--- src/rtl/hack_pkg.sv ---
// Shared definitions for the Hack CPU: FSM states, instruction field positions
// and the jump-condition helper.
package hack_pkg;

    typedef enum logic [2:0] {
        FETCH  = 3'd0,
        DECODE = 3'd1,
        READ   = 3'd2,
        EXEC   = 3'd3,
        WRITE  = 3'd4
    } state_t;

    localparam int IS_C    = 15;
    localparam int A_BIT   = 12;
    localparam int COMP_HI = 11;
    localparam int COMP_LO = 6;
    localparam int DEST_A  = 5;
    localparam int DEST_D  = 4;
    localparam int DEST_M  = 3;
    localparam int JUMP_HI = 2;
    localparam int JUMP_LO = 0;

    function automatic logic jump_taken(input logic [2:0] jmp, input logic ng, input logic zr);
        return (jmp[2] & ng) | (jmp[1] & zr) | (jmp[0] & ~ng & ~zr);
    endfunction

endpackage

--- src/rtl/hack_alu.sv ---
// Combinational Hack ALU: optional zero/negate on each operand, add or AND,
// optional output negate, plus zero and negative flags.
module hack_alu (
    input  logic [15:0] x,
    input  logic [15:0] y,
    input  logic        zx,
    input  logic        nx,
    input  logic        zy,
    input  logic        ny,
    input  logic        f,
    input  logic        no,
    output logic [15:0] out,
    output logic        zr,
    output logic        ng
);

    logic [15:0] x_z_s;
    logic [15:0] x_n_s;
    logic [15:0] y_z_s;
    logic [15:0] y_n_s;
    logic [15:0] f_s;

    // Operand conditioning, function select and flags
    always_comb begin
        x_z_s = zx ? 16'h0000 : x;
        x_n_s = nx ? ~x_z_s : x_z_s;
        y_z_s = zy ? 16'h0000 : y;
        y_n_s = ny ? ~y_z_s : y_z_s;
        f_s   = f ? (x_n_s + y_n_s) : (x_n_s & y_n_s);
        out   = no ? ~f_s : f_s;
        zr    = (out == 16'h0000);
        ng    = out[15];
    end

endmodule

--- src/rtl/hack_cpu.sv ---
// Multi-cycle Hack CPU core: fetches from a 1-cycle ROM, decodes Hack
// instructions and accesses data memory over a stallable req/ack handshake.
module hack_cpu
    import hack_pkg::*;
#(
    parameter int PC_W   = 15,
    parameter int ADDR_W = 15
) (
    input  logic              clk,
    input  logic              rst_n,
    output logic [PC_W-1:0]   rom_addr,
    input  logic [15:0]       rom_data,
    output logic              mem_req,
    output logic              mem_we,
    output logic [ADDR_W-1:0] mem_addr,
    output logic [15:0]       mem_wdata,
    input  logic [15:0]       mem_rdata,
    input  logic              mem_ack,
    output logic [PC_W-1:0]   pc
);

    state_t              state_r;
    state_t              state_s;
    logic [15:0]         a_r;
    logic [15:0]         d_r;
    logic [15:0]         ir_r;
    logic [15:0]         m_r;
    logic [PC_W-1:0]     pc_r;
    logic [PC_W-1:0]     pc_next_r;
    logic                mem_req_r;
    logic                mem_we_r;
    logic [ADDR_W-1:0]   mem_addr_r;
    logic [15:0]         mem_wdata_r;

    logic                ack_s;
    logic [5:0]          comp_s;
    logic [15:0]         alu_y_s;
    logic [15:0]         alu_out_s;
    logic                alu_zr_s;
    logic                alu_ng_s;
    logic [PC_W-1:0]     pc_inc_s;
    logic [PC_W-1:0]     pc_upd_s;
    logic                ir_unused_s;

    assign ack_s       = mem_ack & mem_req_r;
    assign comp_s      = ir_r[COMP_HI:COMP_LO];
    assign alu_y_s     = ir_r[A_BIT] ? m_r : a_r;
    assign pc_inc_s    = pc_r + PC_W'(1);
    // a_r still holds the pre-instruction A here, so the jump target is the old A
    assign pc_upd_s    = jump_taken(ir_r[JUMP_HI:JUMP_LO], alu_ng_s, alu_zr_s) ?
                         a_r[PC_W-1:0] : pc_inc_s;
    assign ir_unused_s = ^ir_r[15:13];

    assign rom_addr  = pc_r;
    assign pc        = pc_r;
    assign mem_req   = mem_req_r;
    assign mem_we    = mem_we_r;
    assign mem_addr  = mem_addr_r;
    assign mem_wdata = mem_wdata_r;

    hack_alu u_alu (
        .x   (d_r),
        .y   (alu_y_s),
        .zx  (comp_s[5]),
        .nx  (comp_s[4]),
        .zy  (comp_s[3]),
        .ny  (comp_s[2]),
        .f   (comp_s[1]),
        .no  (comp_s[0]),
        .out (alu_out_s),
        .zr  (alu_zr_s),
        .ng  (alu_ng_s)
    );

    // FSM state register
    always_ff @(posedge clk or negedge rst_n) begin
        if (!rst_n) begin
            state_r <= FETCH;
        end else begin
            state_r <= state_s;
        end
    end

    // Next-state decode
    always_comb begin
        state_s = state_r;
        case (state_r)
            FETCH:  state_s = DECODE;
            DECODE: begin
                if (!rom_data[IS_C]) begin
                    state_s = FETCH;
                end else if (rom_data[A_BIT]) begin
                    state_s = READ;
                end else begin
                    state_s = EXEC;
                end
            end
            READ:   state_s = ack_s ? EXEC : READ;
            EXEC:   state_s = ir_r[DEST_M] ? WRITE : FETCH;
            WRITE:  state_s = ack_s ? FETCH : WRITE;
            default: state_s = FETCH;
        endcase
    end

    // Architectural registers and registered memory-port outputs
    always_ff @(posedge clk or negedge rst_n) begin
        if (!rst_n) begin
            a_r         <= 16'h0000;
            d_r         <= 16'h0000;
            ir_r        <= 16'h0000;
            m_r         <= 16'h0000;
            pc_r        <= '0;
            pc_next_r   <= '0;
            mem_req_r   <= 1'b0;
            mem_we_r    <= 1'b0;
            mem_addr_r  <= '0;
            mem_wdata_r <= 16'h0000;
        end else begin
            case (state_r)
                DECODE: begin
                    ir_r <= rom_data;
                    if (!rom_data[IS_C]) begin
                        a_r  <= {1'b0, rom_data[14:0]};
                        pc_r <= pc_inc_s;
                    end else if (rom_data[A_BIT]) begin
                        mem_req_r  <= 1'b1;
                        mem_we_r   <= 1'b0;
                        mem_addr_r <= a_r[ADDR_W-1:0];
                    end else begin
                        mem_req_r <= 1'b0;
                    end
                end
                READ: begin
                    if (ack_s) begin
                        m_r       <= mem_rdata;
                        mem_req_r <= 1'b0;
                    end else begin
                        mem_req_r <= 1'b1;
                    end
                end
                EXEC: begin
                    if (ir_r[DEST_A]) begin
                        a_r <= alu_out_s;
                    end else begin
                        a_r <= a_r;
                    end
                    if (ir_r[DEST_D]) begin
                        d_r <= alu_out_s;
                    end else begin
                        d_r <= d_r;
                    end
                    if (ir_r[DEST_M]) begin
                        mem_req_r   <= 1'b1;
                        mem_we_r    <= 1'b1;
                        mem_addr_r  <= a_r[ADDR_W-1:0];
                        mem_wdata_r <= alu_out_s;
                        pc_next_r   <= pc_upd_s;
                    end else begin
                        pc_r <= pc_upd_s;
                    end
                end
                WRITE: begin
                    if (ack_s) begin
                        mem_req_r <= 1'b0;
                        mem_we_r  <= 1'b0;
                        pc_r      <= pc_next_r;
                    end else begin
                        mem_req_r <= 1'b1;
                    end
                end
                default: begin
                    mem_req_r <= 1'b0;
                end
            endcase
        end
    end

endmodule

--- config.mk ---
export PLATFORM = sky130hd
export DESIGN_NAME = hack_cpu
export DESIGN_NICKNAME = d
export VERILOG_FILES = /design/src/rtl/hack_pkg.sv /design/src/rtl/hack_alu.sv /design/src/rtl/hack_cpu.sv
export SDC_FILE = /design/constraint.sdc
export NUM_CORES = 1
export LEC_CHECK = 0
export ABC_AREA = 0
export BUFFER_PORTS_ARGS = -buffer_cell sky130_fd_sc_hd__buf_2
export CAP_MARGIN = 20
export CORE_ASPECT_RATIO = 1.75
export CORE_MARGIN = 4
export CORE_UTILIZATION = 60
export DETAILED_ROUTE_END_ITERATION = 12
export GPL_TIMING_DRIVEN = 0
export PLACE_DENSITY = 0.79
export SLEW_MARGIN = 20
export SYNTH_ARGS = -nofsm -noshare
export SYNTH_HDL_FRONTEND = slang
export SYNTH_SLANG_ARGS = --single-unit
--- constraint.sdc ---
create_clock -name clk -period 7.91 [get_ports clk]
set_input_delay 0.3955 -clock clk [delete_from_list [all_inputs] [get_ports clk]]
set_output_delay 0.3955 -clock clk [all_outputs]
set_load 0.02 [all_outputs]
==> flow_summary.toml, run 1 <==
[synthesis]
yosysSeqAreaShare_pct = 39.7
netlist.area_leader.share_pct = 39.7
synth.distinct_cells = 81
synth_xor_area_share_pct = 6.78
yosysWarnings = 0
synth-main-ff-cell = "dfrtp_1"
netlist_top_cells_area = "dfrtp_1 40%, mux2_2 6.0%, nand2_1 5.3%, o21ai_0 4.4%, mux2i_1 4.0%"
synth_edf_count = 0
syn_inst = 863
syn_avg_cell_area_sq_um = 9.28
synth_compound_area_share_pct = 18.6
synth_seq_cells = 127
synth_top_family_by_area = "compound AO/OA/AOI/OAI gates"
netlist_area_sq_um = 8010
syn_nets = 916
yosys.area_share.adder_pct = 2.90
async_flop_share_pct = 100
synth_mux_area_share_pct = 10.5
yosysTopAreaCell = "dfrtp_1"
synthSimpleGateAreaFrac_pct = 15.6

[final_layout]
nNetsFinal = 1034
n_fill_cell = 1036
multiInputGateArea_sq_um = 4350
antenna_cells = 0
drive_gt1_share_pct = 22.8
final_common_cell = "dfrtp_1"
layout.cells.most_common_list = "127 x dfrtp_1, 113 x nand2_1, 97 x buf_2"
area_growth_pct = 17.1
regArea_sq_um = 3180

[detailed_routing]
vias = 7192
wire_per_inst_microns = 20.6
drt-initial-drc-count = 480
postRouteAntennaNets = 0
dr.pass1.iters = 5
wirelength_microns = 24000
drc = 0
vias_per_cell = 6.17

[setup_path]
endpoint_kind = "register"
cp.required_ns = 8.18
arrival_ns = 6.23
crit_type = "reg -> reg"
rrSetupSlack_ns = 1.95
cp_slowest_cell = "clkbuf_1"
reg2reg_depth = 17
worstReg2RegEnd = "pc_next_r[6]"
start_kind = "register"
cp_cell_sequence = "clkbuf_1 > clkbuf_1 > mux2i_1 > nor2_1 > xor2_1 > ha_1 > a21oi_1 > o211ai_2 > a21oi_1 > o311ai_0 > xnor2_1 > o211a_1 > a41oi_2 > a21oi_4 > buf_6 > mux2i_1 > o21ai_1"
timing.rr.start = "ir_r[12]"
cp_max_fo = 10
cp_slowest_stage_delay_ns = 0.65

[global_routing]
grt_use_met1_pct = 34.4
grt_busiest_layer = "met2"
use_met2_pct = 59.0
gr-total-overflow = 0
grt_usage_pct = 33.0
grt_pass1_wl_microns = 38700
grt_max_degree = 86
grt_pass1_vias = 7574
antenna_found_initial = 0
met3_usage_pct = 4.50

[cts]
clockRootBuffer = "clkbuf_16"
cts_tree = "built"
numClockSinks = 127
clk_pin_slew_worst_paths_ns = 0.06
cts_setup_buffers = 0
clock_path_buffers = 2
cts.htree.levels = 4
clock_latency_ns = 0.42
numCtsBuffers = 17

[timing]
timing.final.crit_share_pct = 75.4
slew_violations = 0
relSlewSlack_pct = 37.6
worstMarginPinSlew_ns = 0.927
fin_tns_setup_ns = 0
finalSetupViolations = 0
fmax_ghz = 0.168
skew_ns = 0.00884
fin_crit_ns = 5.96
grt_setup_unrepaired = "no"
hold_viol_final = 0

[hold_path]
worstHoldPathCells = 2
holdPathEnd = "m_r[12]"
hold_start = "mem_rdata[12]"
worst_hold_path_type = "in -> reg"

[status]
status = "finished clean"

[flow_run]
cap_violations = 0

[die]
start_util_pct = 61.6
num_io_pins = 98
die_height_microns = 161
rows = 55
coreArea_sq_um = 13000
die_w_microns = 95.4
die_area_sq_um = 15300

[place]
dp_hpwl_microns = 18300
gp_congestion = 0.945
portBuffers = 97
metrics by stage:
stage          cells  util (%)  worst slack (ns)  hold WS, ns  instance area [sq um]
2_1_floorplan    863         -              3.21       0.0999                   8010
3_3_place_gp    1131      67.0              2.13        0.460                   8710
3_5_place_dp    1132      67.3              2.13        0.310                   8750
4_1_cts         1165      72.1              2.07        0.212                   9380
5_1_grt         1165      72.1              1.77        0.208                   9380
6_report        1165      72.1              1.95        0.212                   9380
registers in the layout, summed over array words and instances, names as in the netlist:
name,cells
a_r,16
mem_wdata,16
mem_req,1
pc_next_r,15
m_r,16
d_r,16
mem_addr,15
ir_r,13
mem_we,1
state_r,3
pc,15
worst max-delay path by stage:
stage          cells after the start  startpoint            end  slack [ns]
2_1_floorplan                     17    ir_r[12]          pc[8]        3.21
3_3_place_gp                      17    ir_r[12]         pc[10]        2.13
3_5_place_dp                      17    ir_r[12]         pc[10]        2.13
4_1_cts                           17    ir_r[12]  pc_next_r[10]        2.07
5_1_grt                           17    ir_r[12]  pc_next_r[10]        1.77
6_report                          17    ir_r[12]   pc_next_r[6]        1.95
cell usage after synthesis (4+ instances only):
master / count
nor2_1: 64
buf_6: 6
o21a_1: 5
a211oi_1: 7
a21oi_1: 39
buf_4: 17
xnor2_1: 35
or3_1: 8
dfrtp_1: 127
o21ai_0: 71
mux2i_1: 32
ha_1: 17
o211ai_1: 7
nand3_1: 22
nand2b_1: 20
clkbuf_1: 35
nor3_1: 9
nand2_1: 113
a221o_1: 4
mux2_2: 43
a221oi_1: 9
a21o_1: 5
o22ai_1: 5
inv_1: 18
a31oi_1: 8
xor2_1: 27
clkbuf_8: 5
o21ai_1: 21
o2111ai_1: 5
nand4b_1: 4
worst max-delay path, delay by kind of cell, from the launching register on:
family,cells,cell delay [ns]
flops,1,0.32
simple gates,1,0.08
xor+xnor,2,0.82
fa+ha+maj,1,0.36
mux,2,0.54
buf+inv,3,1.35
compound gates,8,2.33
routing by layer:
layer	share of wire (%)	wire [microns]	vias up
li1	-	-	3290
met2	54	12800	349
met1	34	8100	3432
met4	7.2	1730	0
met3	5.4	1280	121
met5	0	0	-
what timing repair did:
action | 4_1_cts | 5_1_grt
resized for setup | 0 | 0
hold buffers | 1 | 0
endpoints found under the hold margin | 42 | 0
layout make-up:
type | count | area share [%]
flip-flops and latches | 127 | 33.9
clock buffers | 18 | 4.68
repair buffers | 99 | 5.68
multi-input cells | 651 | 46.4
plain buffers | 67 | 4.39
clock inverters | 14 | 1.93
inverters | 18 | 0.720
well taps | 171 | 2.28
kinds of logic after synthesis:
kind of cell               after synthesis
DFF                                    127
adders and majority gates               18
xor gates and xnor gates                62
AOI/OAI and AO/OA                      225
buffers and inverters                   85
and+or+nand+nor                        269
muxes                                   77
Power of run 1 is not shown: default switching activity piles up to over one toggle a cycle in this logic, so the estimate is an artifact.
==> inputs of run 2 (changes only) <==
- CORE_UTILIZATION: 60 -> 59
- PLACE_DENSITY: 0.79 -> 0.78
- clock period: 7.91 -> 6.1 ns (I/O delays scaled with it)
==> run 2 against run 1 <==
Cell area is 0.11% lower. Count of clock-buffer cells in the layout is 1 higher. First-iteration DRC count is 13% higher. Routed wire length is 0.63% lower. Maximum frequency is 1.1% higher. Flip-flop and latch count stayed put. Critical path type unchanged.
==> flow_summary.toml, run 2 (synthesis results as in run 1) <==
[place]
dpl.cell_count = 1135
placed_area_sq_um = 8750
gp_congestion = 0.946
portBuffers = 97
dp_hpwl_microns = 18100

[timing]
relSlewSlack_pct = 43.4
hold_viol_final = 0
worstMarginPinSlew_ns = 0.843
finalSetupViolations = 0
slew_violations = 0
timing.final.crit_share_pct = 96.6
fin_tns_setup_ns = 0
fin_crit_ns = 5.90
skew_ns = 0.00928
fmax_ghz = 0.170
grt_setup_unrepaired = "no"

[cts]
clock_latency_ns = 0.42
cts.htree.levels = 4
clk_pin_slew_worst_paths_ns = 0.06
hold_buffers = 1
numCtsBuffers = 17
cts.repair.resized = 0
numClockSinks = 127
cts_setup_buffers = 0
clockRootBuffer = "clkbuf_16"
clock_path_buffers = 2
cts_tree = "built"

[detailed_routing]
vias = 7220
vias_per_cell = 6.18
wirelength_microns = 23800
wire_per_inst_microns = 20.4
postRouteAntennaNets = 0
drt-initial-drc-count = 541
drc = 0
dr.pass1.iters = 7

[global_routing]
grt_usage_pct = 31.9
grt_max_degree = 66
gr-total-overflow = 0
met3_usage_pct = 4.96
grt_use_met1_pct = 33.4
grt_busiest_layer = "met2"
grt_pass1_wl_microns = 37500
antenna_found_initial = 0
grt_pass1_vias = 7315
use_met2_pct = 57.0

[final_layout]
layout.cells.most_common_list = "127 x dfrtp_1, 113 x nand2_1, 97 x buf_2"
nNetsFinal = 1034
antenna_cells = 0
area_growth_pct = 16.9
design_area_sq_um = 9370
drive_gt1_share_pct = 22.7
final_common_cell = "dfrtp_1"
fin_cells = 1168
final_core_util_pct = 70.0
n_fill_cell = 1093

[setup_path]
cp.required_ns = 6.44
crit_type = "reg -> reg"
start_kind = "register"
endpoint_kind = "register"
cp_max_fo = 10
arrival_ns = 6.24

[die]
die_height_microns = 162
coreArea_sq_um = 13400
die_w_microns = 96.1
rows = 56
num_io_pins = 98
start_util_pct = 59.9
die_area_sq_um = 15600

[hold_path]
worst_hold_path_type = "in -> reg"

[status]
status = "finished clean"

[flow_run]
cap_violations = 0
==> run 2: layout make-up <==
cell class                      instances  area (sq um)  share of cell area (%)
Multi-Input combinational cell        651          4350                    46.5
Buffer                                 67           412                    4.39
Clock inverter                         13           164                    1.75
Tap cell                              174           218                    2.32
Timing Repair Buffer                   99           533                    5.69
Inverter                               18          67.6                   0.721
Clock buffer                           19           443                    4.73
Sequential cell                       127          3180                    33.9
==> run 2: per-layer routing <==
metal | wire (microns) | vias up
met5 | 0 | -
met4 | 1670 | 0
met3 | 1260 | 106
met2 | 12800 | 326
met1 | 8080 | 3494
li1 | - | 3294
==> run 2: path summary, 6_finish.rpt <==
path                       cells after the start  slack, ns          start       endpoint
min in group asynchronous                      2       0.41          rst_n    mem_addr[3]
max reg2reg                                   17       0.20       ir_r[12]          pc[8]
min                                            2       0.11  mem_rdata[13]        m_r[13]
max in group asynchronous                      3       4.99          rst_n  mem_wdata[10]
min reg2reg                                    2       0.47   mem_wdata[1]   mem_wdata[1]
max                                           17       0.20       ir_r[12]          pc[8]
==> run 2: metrics by stage <==
step           setup WS [ns]  hold WS, ns
2_1_floorplan           1.40      0.00941
3_3_place_gp           0.434        0.461
3_5_place_dp           0.414        0.278
4_1_cts                0.395        0.104
5_1_grt               0.0362        0.108
6_report               0.205        0.108
==> run 2: worst max-delay path: stages (launching register included) <==
cell,delay (ns)
dfrtp_1,0.32
clkbuf_1,0.45
clkbuf_1,0.65
mux2i_1,0.27
nor2_1,0.08
xor2_1,0.32
ha_1,0.36
a21oi_1,0.41
o211ai_2,0.29
a21oi_1,0.28
o311ai_0,0.17
xnor2_1,0.58
o211a_1,0.37
a41oi_2,0.23
a21oi_4,0.38
buf_6,0.24
mux2_1,0.33
o21ai_1,0.08
Power of run 2 is left out for the same reason.
